===== config.mk =====
export PLATFORM = sky130hd
export DESIGN_NAME = led_peripheral
export DESIGN_NICKNAME = d
export VERILOG_FILES = /design/src/rtl/led_peripheral.sv
export SDC_FILE = /design/constraint.sdc
export NUM_CORES = 1
export LEC_CHECK = 0
export ABC_CLOCK_PERIOD_IN_PS = 3300
export CAP_MARGIN = 0
export CORE_MARGIN = 5
export CORE_UTILIZATION = 49
export DETAILED_ROUTE_END_ITERATION = 8
export PLACE_DENSITY = 0.79
export REMOVE_ABC_BUFFERS = 1
export SLEW_MARGIN = 20
export SYNTH_ARGS = -nofsm -noshare
export SYNTH_HDL_FRONTEND = slang
export SYNTH_SLANG_ARGS = --single-unit

===== constraint.sdc =====
create_clock -name clk -period 3.3 [get_ports clk]
set_input_delay 0.495 -clock clk [delete_from_list [all_inputs] [get_ports clk]]
set_output_delay 0.495 -clock clk [all_outputs]
set_load 0.005 [all_outputs]

===== src/rtl/led_peripheral.sv =====
// rtl/led_peripheral.sv - memory-mapped LED pattern register with blink and PWM modulation
module led_peripheral #(
    parameter int NUM_LEDS = 8
) (
    input  logic                clk,
    input  logic                rst_n,
    input  logic                periph_rd_en_i,
    input  logic                periph_wr_en_i,
    input  logic [31:0]         periph_addr_i,
    input  logic [31:0]         periph_data_i,
    output logic [31:0]         periph_data_o,
    output logic [NUM_LEDS-1:0] leds_o
);

    localparam logic [1:0] ADDR_LED    = 2'd0;
    localparam logic [1:0] ADDR_CTRL   = 2'd1;
    localparam logic [1:0] ADDR_PERIOD = 2'd2;
    localparam logic [1:0] ADDR_DUTY   = 2'd3;

    logic [NUM_LEDS-1:0] led_reg;
    logic [1:0]          ctrl;
    logic [31:0]         blink_period;
    logic [7:0]          pwm_duty;
    logic [31:0]         blink_cnt;
    logic                blink_phase;
    logic [7:0]          pwm_cnt;

    logic [1:0] reg_sel;
    logic       wr_led;
    logic       wr_ctrl;
    logic       wr_period;
    logic       wr_duty;
    logic       blink_en;
    logic       pwm_en;
    logic       pwm_on;
    logic       led_gate;
    logic       unused_addr_bits;

    assign reg_sel   = periph_addr_i[3:2];
    assign wr_led    = periph_wr_en_i && (reg_sel == ADDR_LED);
    assign wr_ctrl   = periph_wr_en_i && (reg_sel == ADDR_CTRL);
    assign wr_period = periph_wr_en_i && (reg_sel == ADDR_PERIOD);
    assign wr_duty   = periph_wr_en_i && (reg_sel == ADDR_DUTY);

    assign blink_en  = ctrl[0];
    assign pwm_en    = ctrl[1];
    assign pwm_on    = (pwm_cnt < pwm_duty);
    assign led_gate  = (blink_phase | ~blink_en) & (pwm_on | ~pwm_en);

    assign unused_addr_bits = ^{periph_addr_i[31:4], periph_addr_i[1:0]};

    // Reads see the pre-write register value when rd and wr coincide.
    always_comb begin
        periph_data_o = 32'd0;
        if (periph_rd_en_i) begin
            case (reg_sel)
                ADDR_LED:    periph_data_o = 32'(led_reg);
                ADDR_CTRL:   periph_data_o = {30'd0, ctrl};
                ADDR_PERIOD: periph_data_o = blink_period;
                default:     periph_data_o = {24'd0, pwm_duty};
            endcase
        end
    end

    always_ff @(posedge clk or negedge rst_n) begin
        if (!rst_n) begin
            led_reg      <= '0;
            ctrl         <= 2'd0;
            blink_period <= 32'd0;
            pwm_duty     <= 8'd0;
        end else begin
            if (wr_led)    led_reg      <= periph_data_i[NUM_LEDS-1:0];
            if (wr_ctrl)   ctrl         <= periph_data_i[1:0];
            if (wr_period) blink_period <= periph_data_i;
            if (wr_duty)   pwm_duty     <= periph_data_i[7:0];
        end
    end

    // A CTRL or period write restarts the blink at the on-phase with the new settings.
    always_ff @(posedge clk or negedge rst_n) begin
        if (!rst_n) begin
            blink_cnt   <= 32'd0;
            blink_phase <= 1'b1;
        end else if (wr_ctrl || wr_period || !blink_en || (blink_period == 32'd0)) begin
            blink_cnt   <= 32'd0;
            blink_phase <= 1'b1;
        end else if (blink_cnt == blink_period - 32'd1) begin
            blink_cnt   <= 32'd0;
            blink_phase <= ~blink_phase;
        end else begin
            blink_cnt   <= blink_cnt + 32'd1;
        end
    end

    always_ff @(posedge clk or negedge rst_n) begin
        if (!rst_n) begin
            pwm_cnt <= 8'd0;
        end else begin
            pwm_cnt <= pwm_cnt + 8'd1;
        end
    end

    always_ff @(posedge clk or negedge rst_n) begin
        if (!rst_n) begin
            leds_o <= '0;
        end else begin
            leds_o <= led_reg & {NUM_LEDS{led_gate}};
        end
    end

endmodule


# ---- After elaboration in Yosys (flattened, before gate mapping)
# Index checks and enable logic that the tools add are counted.
dict set report op_classes {
  add_sub_neg 3
  mul 0
  n_div 0
  magnitude_cmp 1
  n_eq_ne 4
  shifts 0
  n_mux 6
  bitwise 7
  n_reduce_logical 11
}
# cell n
set op_table {}
lappend op_table {{$mux W32} 3}
lappend op_table {{$pmux W32 S3} 1}
lappend op_table {{$add A32 B1 Y32 const B} 1}
lappend op_table {{$eq A32 B32 Y1} 1}
lappend op_table {{$logic_not A32 Y1} 1}
lappend op_table {{$sub A32 B1 Y32 const B} 1}
lappend op_table {{$add A8 B1 Y8 const B} 1}
lappend op_table {{$and A8 B8 Y8} 1}
lappend op_table {{$lt A8 B8 Y1} 1}
lappend op_table {{$eq A2 B2 Y1 const B} 2}
lappend op_table {{$logic_and A1 B1 Y1} 4}
lappend op_table {{$logic_or A1 B1 Y1} 3}
lappend op_table {{$not A1 Y1} 3}
lappend op_table {{$eq A2 B1 Y1 const B} 1}
lappend op_table {{$logic_not A2 Y1} 1}
lappend op_table {{$mux W1} 2}
lappend op_table {{$or A1 B1 Y1} 2}
lappend op_table {{$reduce_bool A2 Y1} 1}
lappend op_table {{$and A1 B1 Y1} 1}
lappend op_table {{$logic_not A1 Y1} 1}
dict set report word_totals {
  reg_bits 99
  latch_bits 0
  ramBits 0
  mem_bits_ro 0
  inputBits 68
  output_inout_bits 40
  mem_count 0
}

# ---- Depth between registers and ports, before layout
dict set report depth {
  depth_word 6
  depth_mapped 13
}

# ---- Least setup slack after synthesis
# OpenSTA, ideal clock, no wires.
dict set report synth_path {
  kind {reg2reg}
  from {register blink_period[0]}
  to {register blink_cnt[22]}
  arrival_ns 3.011
  setup_slack_ns 0.144
  path_stages_with_launch 14
  path_buffers 3
  synth_period_minus_slack_ns 3.156
  cell_sequence {dfrtp_1 > clkbuf_1 > inv_1 > ha_1 > or4b_2 > or4_4 > or3_1 > o311ai_1 > nor2_1 > nor3_2 > and3_1 > buf_6 > buf_12 > nor3_2}
}
dict set report synth_via {
  elab_chain_len 4
}
# item line_no
set synth_rtl {}
lappend synth_rtl {{from (decl)} 22} ;# logic [31:0] blink_period;
lappend synth_rtl {{from (signal assigned)} 74} ;# if (wr_period) blink_period <= periph_data_i;
lappend synth_rtl {{$sub A32 B1 Y32} 87} ;# end else if (blink_cnt == blink_period - 32'd1) begin
lappend synth_rtl {{$eq A32 B32 Y1} 87}
lappend synth_rtl {{$mux W32} 87}
lappend synth_rtl {{$mux W32 *} 84} ;# end else if (wr_ctrl || wr_period || !blink_en || (blink_period == 32'd0)) begin
lappend synth_rtl {{to (signal assigned)} 91} ;# blink_cnt <= blink_cnt + 32'd1;
lappend synth_rtl {{to (decl)} 24} ;# logic [31:0] blink_cnt;
# Mark *: on every way between the ends. The rest lies on a longest branch, timed or not.
# A chain may end at the register's enable or synchronous reset.

# ---- Worst setup path after layout
dict set report layout_path {
  from {register blink_period[4]}
  to {register blink_cnt[1]}
}
# Same word-level chain as after synthesis.

==> results.py <==
metrics = {
    "outcome": {
        "status": "finished, final reports clean",
    },
    "critical_path": {
        "rrSetupSlack_ps": 170,
        "critical_path.endpoint_type": "flop",
        "cp.arrival_ps": 3350,
        "crit_required_ps": 3520,
        "worst_setup_path_start_kind": "flop",
        "max_stage_delay_ps": 600,
        "worstPathMaxFanout": 17,
        "rr_startpoint": "blink_period[4]",
        "r2r.worst_path.cells": 10,
        "worstReg2RegEnd": "blink_cnt[1]",
        "timing.critical_path.cells": "or4_1 > or4_4 > buf_4 > nor4_4 > and4b_1 > nor3_1 > nor3_2 > and3_4 > buf_12 > nor3b_1",
        "crit_path_top_delay_cell": "sky130_fd_sc_hd__or4_1",
        "critical_path_class": "flop to flop",
    },
    "timing": {
        "final_hold_viol_count": 0,
        "fin_worst_skew_ps": 6.211,
        "rsz0062_at_grt": "false",
        "setup_viol_count_final": 0,
        "slew_viol_final": 0,
        "final.setup.worst_slack_ps": 168.0,
        "timing.slew.headroom_pct": 49.82,
        "share_of_the_clock_period_used_by_the_worst_path_after_layout_pct": 94.91,
        "max_freq_mhz": 319.3,
        "max_slew.worst_pin.slew_ps": 745.9,
        "final_worst_path_period_need_ps": 3132,
    },
    "finish": {
        "most-common-layout-cells": "sky130_fd_sc_hd__dfrtp_1 (98), sky130_fd_sc_hd__clkdlybuf4s50_1 (76), sky130_fd_sc_hd__mux2_2 (55)",
        "fillers": 971,
        "reg.largest.list": "blink_cnt x32, blink_period x32",
        "finalNetCount": 749,
        "area.growth.synth_to_final_pct": 22.58,
        "total_area_of_multi_input_combinational_cells_mm2": 0.003427,
        "final_common_cell": "sky130_fd_sc_hd__dfrtp_1",
        "finish.utilization_pct": 61.82,
        "ff_latch_area_mm2": 0.002479,
        "final_cells": 844,
        "share_of_final_layout_standard_cells_stronger_than_drive_strength_1_pct": 23.08,
        "insertedDiodeCount": 0,
    },
    "placement": {
        "dpl.hpwl_mm": 10.74,
        "place.gp.congestion": 0.8978,
        "pre_cts_ws_ps": 101.5,
        "port_buffers": 77,
        "numPlacedInstances": 828,
    },
    "grt": {
        "gr-usage-met3_pct": 4.085,
        "grt_use_met1_pct": 25.51,
        "grt_util_met2_pct": 34.67,
        "global_route_wire_length_before_repair_mm": 24.32,
        "grt_antenna_before_repair": 0,
        "global_route.overflow_total": 0,
        "grt_peak_use_layer": "met2",
        "first_global_vias": 5089,
        "grt_max_degree": 50,
        "groute.usage.overall_pct": 20.34,
    },
    "logic_synthesis": {
        "synth_adder_area_share_pct": 2.040,
        "yosysWarnings": 0,
        "synth-edff-count": 0,
        "synth_sequential_area_ratio_pct": 40.41,
        "synth_xor_area_share_pct": 11.71,
        "main_flop_type_after_synthesis": "sky130_fd_sc_hd__dfrtp_1",
        "ys_async_sr_fraction_pct": 100.0,
        "syn_area_per_cell_um2": 10.56,
        "fraction_of_the_mapped_netlist_area_in_compound_gates_pct": 5.222,
        "synth.lib_cells_used.distinct": 63,
        "combinational_family_with_the_most_area_after_synthesis": "simple AND/OR/NAND/NOR gates",
        "syn_area_mm2": 0.006133,
        "postSynthCellCount": 581,
        "synth_register_bits": 99,
        "muxShareOfSynthArea_pct": 11.00,
        "area_fraction_in_and_or_nand_and_nor_cells_after_synthesis_pct": 25.46,
    },
    "worst_hold_path": {
        "hp-class": "input pin to asynchronous set/reset pin",
    },
    "floorplanning": {
        "fp.dieW_um": 121.9,
        "io-pin-count": 108,
        "core-area_mm2": 0.01216,
        "die_height_um": 121.9,
        "initial_utilization_pct": 50.43,
        "fp.dieArea_mm2": 0.01485,
        "core.rowCount": 40,
    },
    "detailed_routing": {
        "route.detailed.drc": 0,
        "route.antenna.remaining_nets": 0,
        "wl_per_cell_um": 17.22,
        "detailed_router_s_first_iteration_violation_count": 242,
        "total_length_of_routed_wires_mm": 14.53,
        "route.vias.total": 4716,
        "dr.pass1.iters": 4,
        "viasPerCell": 5.588,
    },
    "cts": {
        "clkSlewWorstSetupHoldPaths_ps": 70,
        "clk_latency_ps": 340,
        "clk_path_buf_depth": 2,
        "tritoncts.num_buffers": 9,
        "cts_tree": "built",
        "htree_levels": 3,
        "numClockSinks": 99,
        "cts_root_buf": "sky130_fd_sc_hd__clkbuf_16",
        "cts_hold_buffers": 0,
    },
    "power_and_ir_drop": {
        "power.static_leakage_nw": 3.046,
        "power_per_cell_area_mw_per_mm2": 450.6,
        "vdd_drop_max_v": 0.0002917,
    },
    "run": {
        "cap_violations": 0,
    },
}
==> worst max-delay path: cells and delay by family, from the launching register on <==
family | cells | cell delay [ps]
buffers and inverters | 2 | 380
DFF | 1 | 390
and+or+nand+nor | 8 | 2230
==> synth_stat cells, types with 9 or more instances <==
cell,instances,area [µm²]
sky130_fd_sc_hd__nor4_1,9,56.30
sky130_fd_sc_hd__xnor2_1,40,350.3
sky130_fd_sc_hd__nand2_1,25,93.84
sky130_fd_sc_hd__xor2_1,42,367.9
sky130_fd_sc_hd__nand4_1,11,68.82
sky130_fd_sc_hd__nor3_1,18,90.09
sky130_fd_sc_hd__and2_1,29,181.4
sky130_fd_sc_hd__nor2_1,22,82.58
sky130_fd_sc_hd__nor3_2,31,310.3
sky130_fd_sc_hd__inv_1,14,52.55
sky130_fd_sc_hd__nor3b_1,12,90.09
sky130_fd_sc_hd__mux2_2,55,619.3
sky130_fd_sc_hd__ha_1,10,125.1
sky130_fd_sc_hd__dfrtp_1,98,2452
sky130_fd_sc_hd__and3_1,11,68.82
sky130_fd_sc_hd__clkbuf_1,23,86.33
sky130_fd_sc_hd__o21ai_0,9,45.04
sky130_fd_sc_hd__nand3_1,19,95.09
==> cell families (layout without fill, tap and decap cells) <==
| kind of cell | Yosys count | count (layout) |
|---|---|---|
| compound gates | 45 | 45 |
| xor+xnor | 82 | 82 |
| fa+ha+maj | 10 | 10 |
| buf+inv | 48 | 143 |
| flops | 99 | 99 |
| mux | 58 | 58 |
| simple gates | 239 | 239 |
==> power breakdown <==
| part | internal, mW | leakage [nW] | switching (mW) |
|---|---|---|---|
| clock | 0.533 | 0.137 | 0.446 |
| combinational | 0.484 | 1.67 | 0.441 |
| sequential | 1.36 | 1.24 | 0.127 |
==> timing repair <==
item / 4_1_cts / 5_1_grt
endpoints found under the setup margin: 0 / 33
setup buffers: 0 / 0
resized for setup: 0 / 6
==> per-stage QoR <==
| stage | power, mW | cell area [µm²] | TNS [ps] | hold slack (ps) |
|---|---|---|---|---|
| 2_1_floorplan | 1.990 | 5931 | -16320 | 199.4 |
| 3_3_place_gp | 2.384 | 7222 | 0 | 476.2 |
| 3_5_place_dp | 2.419 | 7222 | 0 | 483.7 |
| 4_1_cts | 3.399 | 7496 | 0 | 189.9 |
| 5_1_grt | 3.552 | 7518 | 0 | 217.3 |
| 6_report | 3.388 | 7518 | 0 | 166.0 |
==> area by class of cell <==
class	count	area share, %
clock inverter	4	0.3661
inverter	14	0.6990
multi-input combinational	434	45.58
timing repair buffer	113	14.31
clock buffer	12	3.278
tap	168	2.796
sequential	99	32.97
==> metal layers <==
metal	part of all wire, %	routed length, µm
met3	4.5	657
met2	51	7372
met1	43	6183
met5	0	0
met4	2.2	316
==> how the worst max path moves through the flow <==
stage,from,end,slack (ps),cells after the start
finish,blink_period[4],blink_cnt[1],170,10
detailed placement,blink_period[0],blink_cnt[1],100,12
floorplan,blink_period[0],blink_cnt[1],-560,10
global route,blink_period[9],blink_cnt[1],20,10
global placement,blink_period[9],blink_cnt[1],170,10
CTS,blink_period[0],blink_cnt[1],70,12
Power figures use the tool's default switching activity.
